===== src/rtl/keypad_pkg.sv =====
// Shared constants, FSM state type and key code map for the 3x4 matrix keypad scanner.
package keypad_pkg;

  localparam int KP_COLS = 3;
  localparam int KP_ROWS = 4;
  localparam int KP_KEYS = KP_COLS * KP_ROWS;

  localparam logic [3:0] KEY_STAR = 4'hA;
  localparam logic [3:0] KEY_HASH = 4'hB;

  typedef enum logic {
    IDLE,
    PRESSED
  } kp_state_e;

  // Snapshot bit index (row*3 + col) to key code; indices 0..8 are digits 1..9.
  function automatic logic [3:0] keyCodeOf(input logic [3:0] idx);
    case (idx)
      4'd9:    return KEY_STAR;
      4'd10:   return 4'h0;
      4'd11:   return KEY_HASH;
      default: return idx + 4'd1;
    endcase
  endfunction

endpackage


===== src/rtl/key_encode.sv =====
// Classifies a 12-bit keypad snapshot: flags exactly-one-key-down and encodes that key.
module key_encode
  import keypad_pkg::*;
(
  input  logic [KP_KEYS-1:0] snap_i,
  output logic               single,
  output logic [3:0]         code
);

  logic [3:0] ones;
  logic [3:0] idx;

  always_comb begin
    ones = '0;
    idx  = '0;
    for (int i = 0; i < KP_KEYS; i++) begin
      if (snap_i[i]) begin
        ones = ones + 4'd1;
        idx  = 4'(i);
      end
    end
    single = (ones == 4'd1);
    code   = keyCodeOf(idx);
  end

endmodule


===== src/rtl/keypad_scan.sv =====
// Column-multiplexed keypad scanner: synchronizes rows, debounces whole-frame snapshots
// and reports each debounced single-key press as a one-cycle pulse with its code.
module keypad_scan
  import keypad_pkg::*;
#(
  parameter int SCAN_DIV        = 1000,
  parameter int DEBOUNCE_FRAMES = 10
) (
  input  logic               clk,
  input  logic               rst,
  input  logic [KP_ROWS-1:0] key_row,
  output logic [KP_COLS-1:0] key_col,
  output logic               key_valid,
  output logic [3:0]         key_code,
  output logic               key_held
);

  localparam int SW = (SCAN_DIV > 1) ? $clog2(SCAN_DIV) : 1;
  localparam int DW = $clog2(DEBOUNCE_FRAMES + 1);

  logic [KP_ROWS-1:0] rowMeta_q, rowSync_q;
  logic [SW-1:0]      slotCnt_q;
  logic [KP_COLS-1:0] keyCol_q;
  logic [KP_KEYS-1:0] rawSnap_q, prevSnap_q, stableSnap_q, stableSnap_d;
  logic [DW-1:0]      dbCnt_q, dbCnt_d;
  kp_state_e          state_q;
  logic               keyValid_q, keyHeld_q;
  logic [3:0]         keyCode_q;

  logic               slotEnd, frameEnd, loadStable, single;
  logic [KP_KEYS-1:0] frameSnap;
  logic [3:0]         code;

  // frameSnap already carries this cycle's sample, so frame end compares the completed frame.
  always_comb begin
    slotEnd  = (slotCnt_q == SW'(SCAN_DIV - 1));
    frameEnd = slotEnd && keyCol_q[KP_COLS-1];
    frameSnap = rawSnap_q;
    for (int r = 0; r < KP_ROWS; r++) begin
      for (int c = 0; c < KP_COLS; c++) begin
        if (keyCol_q[c]) frameSnap[r*KP_COLS + c] = rowSync_q[r];
      end
    end
    dbCnt_d = dbCnt_q;
    if (frameEnd) begin
      if (frameSnap == prevSnap_q) begin
        if (dbCnt_q != DW'(DEBOUNCE_FRAMES)) dbCnt_d = dbCnt_q + DW'(1);
      end else begin
        dbCnt_d = '0;
      end
    end
    loadStable   = frameEnd && (dbCnt_d == DW'(DEBOUNCE_FRAMES));
    stableSnap_d = loadStable ? frameSnap : stableSnap_q;
  end

  key_encode u_encode (
    .snap_i (stableSnap_d),
    .single (single),
    .code   (code)
  );

  always_ff @(posedge clk) begin
    if (rst) begin
      rowMeta_q    <= '0;
      rowSync_q    <= '0;
      slotCnt_q    <= '0;
      keyCol_q     <= KP_COLS'(1);
      rawSnap_q    <= '0;
      prevSnap_q   <= '0;
      stableSnap_q <= '0;
      dbCnt_q      <= '0;
      state_q      <= IDLE;
      keyValid_q   <= 1'b0;
      keyCode_q    <= 4'h0;
      keyHeld_q    <= 1'b0;
    end else begin
      rowMeta_q    <= key_row;
      rowSync_q    <= rowMeta_q;
      keyValid_q   <= 1'b0;
      dbCnt_q      <= dbCnt_d;
      stableSnap_q <= stableSnap_d;
      if (slotEnd) begin
        slotCnt_q <= '0;
        keyCol_q  <= {keyCol_q[KP_COLS-2:0], keyCol_q[KP_COLS-1]};
        rawSnap_q <= frameSnap;
      end else begin
        slotCnt_q <= slotCnt_q + SW'(1);
      end
      if (frameEnd) prevSnap_q <= frameSnap;
      // A held key must drop back to IDLE before another press can be reported.
      if (loadStable) begin
        case (state_q)
          IDLE: begin
            if (single) begin
              state_q    <= PRESSED;
              keyCode_q  <= code;
              keyValid_q <= 1'b1;
              keyHeld_q  <= 1'b1;
            end
          end
          PRESSED: begin
            if (!single || (code != keyCode_q)) begin
              state_q   <= IDLE;
              keyHeld_q <= 1'b0;
            end
          end
          default: state_q <= IDLE;
        endcase
      end
    end
  end

  assign key_col   = keyCol_q;
  assign key_valid = keyValid_q;
  assign key_code  = keyCode_q;
  assign key_held  = keyHeld_q;

endmodule


===== config.mk =====
export PLATFORM = sky130hd
export DESIGN_NAME = keypad_scan
export DESIGN_NICKNAME = d
export VERILOG_FILES = /design/src/rtl/keypad_pkg.sv /design/src/rtl/key_encode.sv /design/src/rtl/keypad_scan.sv
export SDC_FILE = /design/constraint.sdc
export NUM_CORES = 1
export LEC_CHECK = 0
export CORE_MARGIN = 2
export CORE_UTILIZATION = 51
export CTS_CLUSTER_DIAMETER = 150
export DETAILED_ROUTE_END_ITERATION = 8
export MAX_ROUTING_LAYER = met4
export PLACE_DENSITY = 0.72
export SYNTH_ARGS = -nofsm -noshare
export SYNTH_HDL_FRONTEND = slang
export SYNTH_SLANG_ARGS = --single-unit

===== constraint.sdc =====
create_clock -name clk -period 9.22 [get_ports clk]
set_clock_uncertainty 0.15 [all_clocks]
set_input_delay 0.922 -clock clk [delete_from_list [all_inputs] [get_ports clk]]
set_output_delay 0.922 -clock clk [all_outputs]
set_load 0.01 [all_outputs]

---- Word-level counts from Yosys, hierarchy flattened ----
Cells that the tools add are included.
word-level totals
  bits in registers ....................... 68
  input bits .............................. 6
  word-level logic and storage cells ...... 93
cells by class
  add/subtract/negate cells ............... 14
  equal/unequal tests ..................... 11
  multiplexer cells ....................... 46
  bitwise gates (word level) .............. 2
  reduce and logical (&&, ||, !) cells .... 8
operators by type and width
  kind                                                   number
  2-to-1 mux 4 bit                                       18
  adder 4 x 1 -> 4 bit, second input constant            12
  2-to-1 mux 1 bit                                       18
  equality test 4 bit, second input constant             4
  equality test 12 bit                                   1
  2-to-1 mux 12 bit                                      1
  2-to-1 mux 3 bit                                       4
  case mux 4 bit (3 select lines)                        1
  adder 10 x 1 -> 10 bit, second input constant          1
  equality test 10 bit, second input constant            1
  AND reduction 3 bit                                    2
  equality test 4 x 1 -> 1 bit, second input constant    1
  2-to-1 mux 2 bit                                       2
  inequality test 4 bit                                  1
  inequality test 4 bit, second input constant           1
  case mux 1 bit (2 select lines)                        2
  OR reduction 3 bit                                     1
  adder 1 x 1 -> 2 bit, second input constant            1
  logical AND 1 bit                                      2
  inequality test 2 x 1 -> 1 bit, second input constant  1
  inequality test 2 bit, second input constant           1
  NOT 1 bit                                              2
  OR reduction 2 bit                                     1
  logical NOT 1 bit                                      1
  logical OR 1 bit                                       1

---- Depth between registers and ports, before layout ----
Gate-level depths: netlist (run 1).
  depth after elaboration ................. 35
  depth in mapped cells ................... 49
  depth with buffers taken out ............ 48

---- By module ----
A second synthesis (run 1) with hierarchy kept.
unflattened totals
  cell total of the unflattened synthesis .. 474
  area, all modules ....................... 4017.6 um^2
modules (own cells, without submodules)
  module       times used  cells each  area each (um^2)
  keypad_scan  1           323         2922.8
  key_encode   1           151         1094.8

---- Least setup slack after synthesis (run 1) ----
OpenSTA, ideal clock, no wires.
  path kind ............................... reg-to-reg
  start ................................... reg keyCol_q[2] (netlist: key_col[2])
  end ..................................... reg keyCode_q[1] (netlist: key_code[1])
  library setup time ...................... 115 ps
  data arrival time ....................... 9500 ps
  required time ........................... 8955 ps
  setup slack ............................. -545 ps
  stages on the path, launching flop included .. 46
  path buffers ............................ 4
  cells stage by stage .................... dfxtp_1 buf_6 or3b_4 or3_1 a211oi_1 nand4_2 buf_2 buf_1 a21oi_1 ha_1 clkbuf_1 xnor2_1 ha_1 a21oi_1 a21oi_1 ha_1 and2_1 or2_2 (+10 left out) o221a_2 o21ai_1 ha_1 nor2_1 a31o_1 a31oi_1 ha_1 nand2_1 o21a_1 a31oi_1 ha_1 nor2b_1 or2_2 ha_1 or4_4 a211oi_4 a21boi_1 o21ba_1
on the way
  word-level cells in the longest chain between the ends .. 32
  elaborated cells between the ends (all ways) .. 52
  those cells by class .................... add/sub: 12; eq/ne: 6; mux: 31; reduce/logical: 3
ends and longest elaborated chain
  element                        RTL line           RTL
  start: declaration             keypad_scan.sv:23  logic [KP_COLS-1:0] keyCol_q;
  start signal: assignment       keypad_scan.sv:84  keyCol_q <= {keyCol_q[KP_COLS-2:0], keyCol_q[KP_COLS-1]};
  2-to-1 mux 1 bit               keypad_scan.sv:41  if (keyCol_q[c]) frameSnap[r*KP_COLS + c] = rowSync_q[r];
  equality test 12 bit           keypad_scan.sv:46  if (frameSnap == prevSnap_q) begin
  2-to-1 mux 4 bit               keypad_scan.sv:46
  2-to-1 mux 4 bit               keypad_scan.sv:45  if (frameEnd) begin
  equality test 4 bit            keypad_scan.sv:52  loadStable = frameEnd && (dbCnt_d == DW'(DEBOUNCE_FRAMES));
  logical AND 1 bit              keypad_scan.sv:52
  2-to-1 mux 12 bit              keypad_scan.sv:53  stableSnap_d = loadStable ? frameSnap : stableSnap_q;
  2-to-1 mux 1 bit               key_encode.sv:17   if (snap_i[i]) begin
  (+16 left out)                 --
  adder 4 x 1 -> 4 bit           key_encode.sv:18   ones = ones + 4'd1;
  2-to-1 mux 4 bit               key_encode.sv:17
  adder 4 x 1 -> 4 bit           key_encode.sv:18
  2-to-1 mux 4 bit               key_encode.sv:17
  adder 4 x 1 -> 4 bit           key_encode.sv:18
  2-to-1 mux 4 bit               key_encode.sv:17
  equality test 4 x 1 -> 1 bit   key_encode.sv:22   single = (ones == 4'd1);
  AND reduction 3 bit (no line)  --
  end signal: assignment         keypad_scan.sv:96  keyCode_q <= code;
  end: declaration               keypad_scan.sv:28  logic [3:0] keyCode_q;
Several ways; a longest one is shown, not always the timed one.
A chain may end at the register's enable or synchronous reset.

---- Worst setup path in the final report (run 1) ----
  start ................................... reg keyCol_q[0] (netlist: key_col[0])
  end ..................................... reg keyCode_q[1] (netlist: key_code[1])
Same word-level chain as after synthesis.

==> run_summary.xml, run 1 <==
<?xml version="1.0" encoding="UTF-8"?>
<metrics>
  <group name="run_status">
    <metric name="run_status" unit="">finished, final reports clean</metric>
  </group>
  <group name="detailed_routing">
    <metric name="routed_wl" unit="µm">12300</metric>
    <metric name="drt_initial_violations" unit="">201</metric>
    <metric name="via_count" unit="">4431</metric>
    <metric name="ant_nets" unit="">0</metric>
    <metric name="drt-vias-per-instance" unit="">5.92</metric>
    <metric name="detail_route.first_pass.iterations" unit="">5</metric>
    <metric name="routed_wire_length_per_instance" unit="µm">16.4</metric>
    <metric name="number_of_design_rule_violations_left_after_detail_routing" unit="">0</metric>
  </group>
  <group name="clock_tree">
    <metric name="root_buffer_cell" unit="">sky130_fd_sc_hd__clkbuf_8</metric>
    <metric name="clk-insertion-delay-late" unit="ns">0.36</metric>
    <metric name="max-clock-path-buffers" unit="">2</metric>
    <metric name="cts-buffers-inserted" unit="">9</metric>
    <metric name="hold_buffers" unit="">0</metric>
    <metric name="number_of_h_tree_levels" unit="">3</metric>
    <metric name="clkTransAtPathRegs" unit="ns">0.09</metric>
    <metric name="tritoncts_num_sinks" unit="">68</metric>
    <metric name="tritoncts" unit="">built</metric>
  </group>
  <group name="global_route">
    <metric name="grt_pass1_wl" unit="µm">19800</metric>
    <metric name="global_route.usage.total" unit="">0.250</metric>
    <metric name="grt_max_degree" unit="">51</metric>
    <metric name="grt_antenna_before_repair" unit="">0</metric>
    <metric name="grt_pass1_vias" unit="">4202</metric>
    <metric name="grt.overflow.total" unit="">0</metric>
  </group>
  <group name="yosys">
    <metric name="synth.yosys.seq_area_share" unit="">0.282</metric>
    <metric name="post_synth_inst_count" unit="">586</metric>
    <metric name="synth_edf_count" unit="">0</metric>
    <metric name="synth_area_per_cell" unit="µm²">8.23</metric>
    <metric name="synth-seq-cells" unit="">68</metric>
    <metric name="ys_async_sr_fraction" unit="">0</metric>
    <metric name="count_of_different_cell_masters_after_synthesis" unit="">74</metric>
    <metric name="synth_fp_nets" unit="">609</metric>
    <metric name="synth-main-ff-cell" unit="">sky130_fd_sc_hd__dfxtp_1</metric>
    <metric name="yosysWarningCount" unit="">0</metric>
    <metric name="synth.cell_area" unit="µm²">4820</metric>
  </group>
  <group name="critical_path">
    <metric name="worst_setup_path_startpoint" unit="">key_col[0]$_SDFFE_PP1N_</metric>
    <metric name="r2r-start" unit="">key_col[0]$_SDFFE_PP1N_</metric>
    <metric name="timing.critical_path.mode_cell" unit="">sky130_fd_sc_hd__ha_4</metric>
    <metric name="critPathKind" unit="">reg -&gt; reg</metric>
    <metric name="worst_endpoint_data_arrival_time" unit="ns">9.16</metric>
    <metric name="setup.worst_path.end" unit="">key_code[1]$_SDFFE_PP0P_</metric>
    <metric name="crit_fanout" unit="">10</metric>
    <metric name="timing.critical_path.required" unit="ns">9.33</metric>
    <metric name="critPathSlowestCell" unit="">sky130_fd_sc_hd__or4_4</metric>
    <metric name="setup.reg_to_reg.worst_slack" unit="ns">0.18</metric>
    <metric name="worst_r2r_endpoint" unit="">key_code[1]$_SDFFE_PP0P_</metric>
    <metric name="timing.critical_path.from_type" unit="">register</metric>
    <metric name="reg2regPathDepth" unit="">44</metric>
    <metric name="crit_path_max_incr_delay" unit="ns">0.60</metric>
    <metric name="critPathCaptureType" unit="">register</metric>
  </group>
  <group name="timing">
    <metric name="finalWorstSetupSlack" unit="ns">0.176</metric>
    <metric name="timing_hold_violations_final" unit="">0</metric>
    <metric name="grt_setup_unrepaired" unit="">yes</metric>
    <metric name="max_clock_freq" unit="GHz">0.111</metric>
    <metric name="max_slew_margin" unit="">0.398</metric>
    <metric name="final-max-slew-violation-count" unit="">0</metric>
    <metric name="timing.final.crit_share" unit="">0.981</metric>
    <metric name="setup_violations" unit="">0</metric>
    <metric name="worst-slew-pin-transition" unit="ns">0.878</metric>
    <metric name="min_period" unit="ns">9.04</metric>
    <metric name="fin_worst_hold_slack" unit="ns">0.296</metric>
  </group>
  <group name="cells_and_area">
    <metric name="design.final.nets" unit="">655</metric>
    <metric name="num-fill-cells" unit="">750</metric>
    <metric name="layout.cells.most_common" unit="">sky130_fd_sc_hd__nand2_1</metric>
    <metric name="area_growth_from_synthesis_to_layout" unit="%">24.3</metric>
    <metric name="mostFrequentLayoutCells" unit="">64 x sky130_fd_sc_hd__nand2_1, 60 x sky130_fd_sc_hd__dfxtp_1, 55 x sky130_fd_sc_hd__nor2_1, 43 x sky130_fd_sc_hd__buf_4, 39 x sky130_fd_sc_hd__a21oi_1</metric>
    <metric name="antenna_cells" unit="">0</metric>
    <metric name="drive_above_1_share" unit="">0.251</metric>
    <metric name="layoutNonFillerInstCount" unit="">748</metric>
  </group>
  <group name="floorplanning">
    <metric name="core_region_area" unit="µm²">9200</metric>
    <metric name="floorplan_die_area" unit="µm²">10300</metric>
    <metric name="ios" unit="">15</metric>
    <metric name="placementRows" unit="">35</metric>
    <metric name="start_util" unit="">0.524</metric>
    <metric name="die_x" unit="µm">101</metric>
    <metric name="dieHeight" unit="µm">101</metric>
  </group>
  <group name="min_path">
    <metric name="min-delay-path-class" unit="">reg -&gt; reg</metric>
    <metric name="hold_start" unit="">rowMeta_q[2]$_SDFF_PP0_</metric>
  </group>
  <group name="placed_design">
    <metric name="gp_congestion" unit="">0.833</metric>
    <metric name="dp_cells" unit="">712</metric>
    <metric name="dp_hpwl" unit="µm">8700</metric>
    <metric name="pre_cts_ws" unit="ns">-0.148</metric>
    <metric name="port_buffers" unit="">14</metric>
  </group>
  <group name="power_and_ir_drop">
    <metric name="power_density" unit="nW/µm²">97.2</metric>
    <metric name="static-leakage-power" unit="µW">0.00220</metric>
    <metric name="vdd_ir_drop_max" unit="V">0.000105</metric>
  </group>
  <group name="run">
    <metric name="cap_viol_max_count" unit="">0</metric>
  </group>
</metrics>
## where the power goes
part           total [µW]  internal (µW)  switching, µW  leakage, µW
sequential            299            295           3.54     0.000553
combinational        22.1           10.1           12.1      0.00155
clock                 262            129            132    0.0000988
total                 583            435            148      0.00220
## worst max-delay path: cells and delay by family, from the launching register on
family | cells | cell delay (ns)
adders and majority gates | 10 | 2.53
AOI/OAI and AO/OA | 14 | 2.27
and+or+nand+nor | 11 | 2.25
muxes | 2 | 0.52
xor gates and xnor gates | 3 | 0.52
DFF | 1 | 0.37
buffers and inverters | 4 | 0.32
## stage by stage
stage	setup TNS, ns	total power [µW]	utilization	cell area, µm²
4_1_cts	0	586	0.614	5640
6_report	0	583	0.652	6000
5_1_grt	-0.686	600	0.652	6000
2_1_floorplan	0	319	-	5050
3_3_place_gp	0	327	0.586	5390
3_5_place_dp	-0.596	327	0.586	5390
## registers in the layout (all words and copies together) (netlist names)
signal / count
prevSnap_q: 12
rawSnap_q: 12
stableSnap_q: 12
slotCnt_q: 10
dbCnt_q: 4
key_code: 4
rowMeta_q: 4
rowSync_q: 4
key_col: 3
key_held: 1
key_valid: 1
state_q: 1
## cell usage after synthesis, types with 4 or more instances
cell type	instances	area (µm²)
sky130_fd_sc_hd__nor2b_1	11	68.8
sky130_fd_sc_hd__ha_1	17	213
sky130_fd_sc_hd__nor2_1	56	210
sky130_fd_sc_hd__and2_1	10	62.6
sky130_fd_sc_hd__nand4_1	7	43.8
sky130_fd_sc_hd__mux2_2	11	124
sky130_fd_sc_hd__mux2i_2	4	55.1
sky130_fd_sc_hd__and3_1	9	56.3
sky130_fd_sc_hd__xnor2_1	38	333
sky130_fd_sc_hd__nand2_1	64	240
sky130_fd_sc_hd__o21ai_1	9	45.0
sky130_fd_sc_hd__a21oi_1	45	225
sky130_fd_sc_hd__a2111oi_0	4	35.0
sky130_fd_sc_hd__or3_1	4	25.0
sky130_fd_sc_hd__a211oi_1	13	97.6
sky130_fd_sc_hd__clkbuf_1	19	71.3
sky130_fd_sc_hd__mux2i_1	18	180
sky130_fd_sc_hd__a31oi_1	9	56.3
sky130_fd_sc_hd__nor3b_1	5	37.5
sky130_fd_sc_hd__o21ai_0	13	65.1
sky130_fd_sc_hd__dfxtp_1	68	1360
sky130_fd_sc_hd__nor3_1	9	45.0
sky130_fd_sc_hd__xor2_1	19	166
sky130_fd_sc_hd__inv_1	21	78.8
sky130_fd_sc_hd__nand3_1	24	120
sky130_fd_sc_hd__o211ai_1	6	45.0
## final cells by class
class,count,area [µm²],share of cell area
flip-flops and latches,68,1380,0.230
inverters,21,81.3,0.0136
well taps,111,139,0.0232
repair buffers,61,514,0.0858
clock inverters,7,82.6,0.0138
multi-input cells,471,3680,0.613
clock buffers,9,124,0.0207
## routing by layer
metal  part of all wire  wire (µm)  GRT usage  up-vias
met1               0.45       5530      0.318     2127
met5                  0          0          -        -
li1                   -          -          -     2189
met3              0.035        436     0.0235       22
met2               0.50       6090      0.412       93
met4              0.019        235     0.0946        0
## repair_timing
item,in CTS,in global routing
pin swaps,3,24
gates resized for setup,11,37
endpoints found under the setup margin,6,7
buffers inserted,0,20
## worst min path at each step
stage | to | slack (ns) | cells after the start
after floorplan | rowSync_q[0]$_SDFF_PP0_ | 0.26 | 1
after global placement | rowSync_q[2]$_SDFF_PP0_ | 0.27 | 1
after detailed placement | rowSync_q[2]$_SDFF_PP0_ | 0.28 | 1
after CTS | rowSync_q[2]$_SDFF_PP0_ | 0.30 | 1
after global routing | rowSync_q[0]$_SDFF_PP0_ | 0.31 | 1
final | rowSync_q[2]$_SDFF_PP0_ | 0.30 | 1
## cells by family after synthesis
kind of cell | count (synthesis) | synth area share
and+or+nand+nor | 223 | 0.243
AOI/OAI and AO/OA | 135 | 0.186
DFF | 68 | 0.282
xor gates and xnor gates | 61 | 0.121
buffers and inverters | 47 | 0.0418
muxes | 35 | 0.0822
adders and majority gates | 17 | 0.0441
Power figures use the tool's default switching activity.
==> inputs of run 2 (changes only) <==
--- a/config.mk
+++ b/config.mk
@@ -11,6 +11,8 @@
 export DETAILED_ROUTE_END_ITERATION = 8
 export MAX_ROUTING_LAYER = met4
 export PLACE_DENSITY = 0.72
+export SLEW_MARGIN = 30
 export SYNTH_ARGS = -nofsm -noshare
 export SYNTH_HDL_FRONTEND = slang
+export SYNTH_HIERARCHICAL = 1
 export SYNTH_SLANG_ARGS = --single-unit
==> run_summary.xml, run 2 <==
<?xml version="1.0" encoding="UTF-8"?>
<metrics>
  <group name="timing">
    <metric name="timing.final.crit_share" unit="">0.941</metric>
    <metric name="max_clock_freq" unit="GHz">0.115</metric>
    <metric name="finalWorstSetupSlack" unit="ns">0.544</metric>
    <metric name="finalSetupTns" unit="ns">0</metric>
    <metric name="worst-slew-pin-transition" unit="ns">0.588</metric>
    <metric name="fin_worst_hold_slack" unit="ns">0.289</metric>
    <metric name="timing_hold_violations_final" unit="">0</metric>
    <metric name="setup_violations" unit="">0</metric>
    <metric name="min_period" unit="ns">8.68</metric>
    <metric name="final-max-slew-violation-count" unit="">0</metric>
    <metric name="max_slew_margin" unit="">0.608</metric>
    <metric name="grt_setup_unrepaired" unit="">no</metric>
  </group>
  <group name="critical_path">
    <metric name="crit_path_max_incr_delay" unit="ns">0.38</metric>
    <metric name="timing.critical_path.mode_cell" unit="">sky130_fd_sc_hd__ha_1</metric>
    <metric name="critPathKind" unit="">reg -&gt; reg</metric>
    <metric name="critical_path.n_buffers_inverters" unit="">3</metric>
    <metric name="critPathSlowestCell" unit="">sky130_fd_sc_hd__a2111oi_4</metric>
    <metric name="timing.critical_path.required" unit="ns">9.28</metric>
    <metric name="timing.critical_path.from_type" unit="">register</metric>
    <metric name="crit_fanout" unit="">6</metric>
    <metric name="critPathCaptureType" unit="">register</metric>
    <metric name="timing.critical_path.max_delay_family" unit="">adder cells</metric>
    <metric name="worst_endpoint_data_arrival_time" unit="ns">8.74</metric>
  </group>
  <group name="clock_tree">
    <metric name="cts-buffers-inserted" unit="">9</metric>
    <metric name="root_buffer_cell" unit="">sky130_fd_sc_hd__clkbuf_8</metric>
    <metric name="tritoncts_num_sinks" unit="">68</metric>
    <metric name="clkTransAtPathRegs" unit="ns">0.07</metric>
    <metric name="hold_buffers" unit="">0</metric>
    <metric name="max-clock-path-buffers" unit="">2</metric>
    <metric name="number_of_h_tree_levels" unit="">3</metric>
    <metric name="clk-insertion-delay-late" unit="ns">0.34</metric>
    <metric name="tritoncts" unit="">built</metric>
  </group>
  <group name="placed_design">
    <metric name="port_buffers" unit="">14</metric>
    <metric name="dp_hpwl" unit="µm">5800</metric>
    <metric name="gp_congestion" unit="">0.789</metric>
    <metric name="pre_cts_ws" unit="ns">0.0897</metric>
  </group>
  <group name="cells_and_area">
    <metric name="register_area" unit="µm²">1370</metric>
    <metric name="biggestRegsByFlops" unit="">prevSnap_q: 12 flops, rawSnap_q: 12 flops, stableSnap_q: 12 flops</metric>
    <metric name="multi_input_comb_area" unit="µm²">2490</metric>
    <metric name="antenna_cells" unit="">0</metric>
    <metric name="layout.cells.most_common" unit="">sky130_fd_sc_hd__nand2_1</metric>
    <metric name="design.final.nets" unit="">511</metric>
    <metric name="area_growth_from_synthesis_to_layout" unit="%">12.6</metric>
    <metric name="mostFrequentLayoutCells" unit="">67 x sky130_fd_sc_hd__nand2_1, 63 x sky130_fd_sc_hd__dfxtp_1, 45 x sky130_fd_sc_hd__nor2_1, 32 x sky130_fd_sc_hd__a21oi_1, 28 x sky130_fd_sc_hd__xnor2_1</metric>
    <metric name="drive_above_1_share" unit="">0.130</metric>
    <metric name="num-fill-cells" unit="">691</metric>
    <metric name="finish.utilization" unit="">0.588</metric>
  </group>
  <group name="detailed_routing">
    <metric name="drt_initial_violations" unit="">104</metric>
    <metric name="drt-vias-per-instance" unit="">5.44</metric>
    <metric name="ant_nets" unit="">0</metric>
    <metric name="via_count" unit="">3235</metric>
    <metric name="number_of_design_rule_violations_left_after_detail_routing" unit="">0</metric>
    <metric name="detail_route.first_pass.iterations" unit="">4</metric>
    <metric name="routed_wl" unit="µm">8080</metric>
    <metric name="routed_wire_length_per_instance" unit="µm">13.6</metric>
  </group>
  <group name="yosys">
    <metric name="synth_fp_nets" unit="">497</metric>
    <metric name="synthTopCellsByCount" unit="">68 x sky130_fd_sc_hd__dfxtp_1, 67 x sky130_fd_sc_hd__nand2_1, 45 x sky130_fd_sc_hd__nor2_1</metric>
    <metric name="synthTopCellsByArea" unit="">sky130_fd_sc_hd__dfxtp_1 34%, sky130_fd_sc_hd__nand2_1 6.3%, sky130_fd_sc_hd__xnor2_1 6.1%</metric>
    <metric name="synth_edf_count" unit="">0</metric>
    <metric name="yosysWarningCount" unit="">6</metric>
    <metric name="post_synth_inst_count" unit="">474</metric>
    <metric name="yosysMostFrequentCell" unit="">sky130_fd_sc_hd__dfxtp_1</metric>
    <metric name="synth.yosys.seq_area_share" unit="">0.339</metric>
    <metric name="synth-seq-cells" unit="">68</metric>
    <metric name="synth_largest_area_cell" unit="">sky130_fd_sc_hd__dfxtp_1</metric>
    <metric name="netlist.area_leader.share" unit="">0.339</metric>
    <metric name="ys_async_sr_fraction" unit="">0</metric>
    <metric name="count_of_different_cell_masters_after_synthesis" unit="">59</metric>
    <metric name="synth.cell_area" unit="µm²">4020</metric>
    <metric name="synth-main-ff-cell" unit="">sky130_fd_sc_hd__dfxtp_1</metric>
    <metric name="synth_area_per_cell" unit="µm²">8.48</metric>
  </group>
  <group name="min_path">
    <metric name="min-delay-path-class" unit="">reg -&gt; reg</metric>
  </group>
  <group name="floorplanning">
    <metric name="dieHeight" unit="µm">92.8</metric>
    <metric name="start_util" unit="">0.523</metric>
    <metric name="ios" unit="">15</metric>
    <metric name="die_x" unit="µm">92.8</metric>
    <metric name="placementRows" unit="">32</metric>
    <metric name="floorplan_die_area" unit="µm²">8600</metric>
    <metric name="core_region_area" unit="µm²">7690</metric>
  </group>
  <group name="global_route">
    <metric name="grt.overflow.total" unit="">0</metric>
    <metric name="global_route.usage.total" unit="">0.203</metric>
    <metric name="grt_pass1_wl" unit="µm">13800</metric>
    <metric name="grt_max_degree" unit="">50</metric>
    <metric name="grt_antenna_before_repair" unit="">0</metric>
    <metric name="grt_pass1_vias" unit="">3107</metric>
  </group>
  <group name="power_and_ir_drop">
    <metric name="static-leakage-power" unit="µW">0.00177</metric>
    <metric name="p_comb_frac" unit="">0.031</metric>
    <metric name="p_int" unit="µW">452</metric>
    <metric name="p_sw" unit="µW">123</metric>
    <metric name="power_density" unit="nW/µm²">127</metric>
    <metric name="pwr-share-clk" unit="">0.448</metric>
    <metric name="vdd_ir_drop_max" unit="V">0.000150</metric>
    <metric name="p_sw_frac" unit="">0.214</metric>
    <metric name="seqPwrFrac" unit="">0.521</metric>
  </group>
  <group name="run">
    <metric name="cap_viol_max_count" unit="">0</metric>
  </group>
  <group name="run_status">
    <metric name="run_status" unit="">finished, final reports clean</metric>
  </group>
</metrics>
==> run 2: cell types whose count changed in the layout (fill, tap and decap cells not counted), moves of 6 or more <==
| cell | change |
|---|---|
| sky130_fd_sc_hd__nor3_1 | -8 |
| sky130_fd_sc_hd__o21a_1 | +6 |
| sky130_fd_sc_hd__ha_4 | -8 |
| sky130_fd_sc_hd__nand2b_1 | +9 |
| sky130_fd_sc_hd__mux2_2 | -6 |
| sky130_fd_sc_hd__mux2i_4 | -7 |
| sky130_fd_sc_hd__xnor2_1 | -7 |
| sky130_fd_sc_hd__a21oi_1 | -7 |
| sky130_fd_sc_hd__nor2_1 | -10 |
| sky130_fd_sc_hd__buf_4 | -28 |
| sky130_fd_sc_hd__ha_1 | +7 |
| sky130_fd_sc_hd__and3_1 | -6 |
==> run 2: repair_timing <==
| item | 4_1_cts | 5_1_grt |
|---|---|---|
| setup endpoints to repair | 0 | 7 |
| gates resized for setup | 0 | 17 |
| buffers inserted | 0 | 1 |
==> run 2: worst paths after layout <==
check / slack [ns] / cells past startpoint / to / from
setup / recovery: 0.54 / 45 / key_code[2]$_SDFFE_PP0P_ / dbCnt_q[0]$_SDFF_PP0_
hold / removal: 0.29 / 1 / rowSync_q[1]$_SDFF_PP0_ / rowMeta_q[1]$_SDFF_PP0_
setup reg to reg: 0.54 / 45 / key_code[2]$_SDFFE_PP0P_ / dbCnt_q[0]$_SDFF_PP0_
hold reg to reg: 0.29 / 1 / rowSync_q[1]$_SDFF_PP0_ / rowMeta_q[1]$_SDFF_PP0_
==> run 2: layout make-up <==
type / instances / area share
multi-input cells: 362 / 0.552
flip-flops and latches: 68 / 0.302
repair buffers: 29 / 0.0559
clock buffers: 13 / 0.0373
well taps: 102 / 0.0282
inverters: 18 / 0.0149
clock inverters: 3 / 0.00968
==> run 2: stage by stage <==
step,cell area [µm²],std cells,total power [µW]
final,4520,595,575
after global routing,4520,595,595
after CTS,4470,594,578
after detailed placement,4260,578,324
after global placement,4260,578,324
after floorplan,4020,474,316
==> run 2: power groups by stage <==
stage | clock network, µW | logic, µW | registers, µW
2_1_floorplan | 0 | 10.6 | 306
3_3_place_gp | 0 | 17.6 | 306
3_5_place_dp | 0 | 17.8 | 306
4_1_cts | 261 | 17.9 | 299
5_1_grt | 275 | 19.8 | 300
6_report | 258 | 17.9 | 300
==> run 2: routing by layer <==
layer	part of all wire	up-vias	track usage
met1	0.47	1516	0.248
met2	0.48	55	0.334
li1	-	1655	-
met3	0.039	9	0.0513
met4	0.013	0	0.0576
met5	0	-	-
==> run 2: cells by family after synthesis <==
logic type      synth area share
fa+ha+maj                 0.0529
simple gates               0.229
buf+inv                   0.0498
compound gates             0.151
mux                       0.0473
flops                      0.339
xor+xnor                   0.132
==> run 2: worst register-to-register path: cells and delay by family, from the launching register on <==
| family | cells | cell delay (ns) |
|---|---|---|
| AO/OA/AOI/OAI | 13 | 2.11 |
| buffers and inverters | 3 | 0.22 |
| multiplexers | 1 | 0.10 |
| flip-flops | 1 | 0.37 |
| AND/OR/NAND/NOR | 17 | 2.58 |
| adder cells (fa/ha/maj) | 11 | 3.03 |
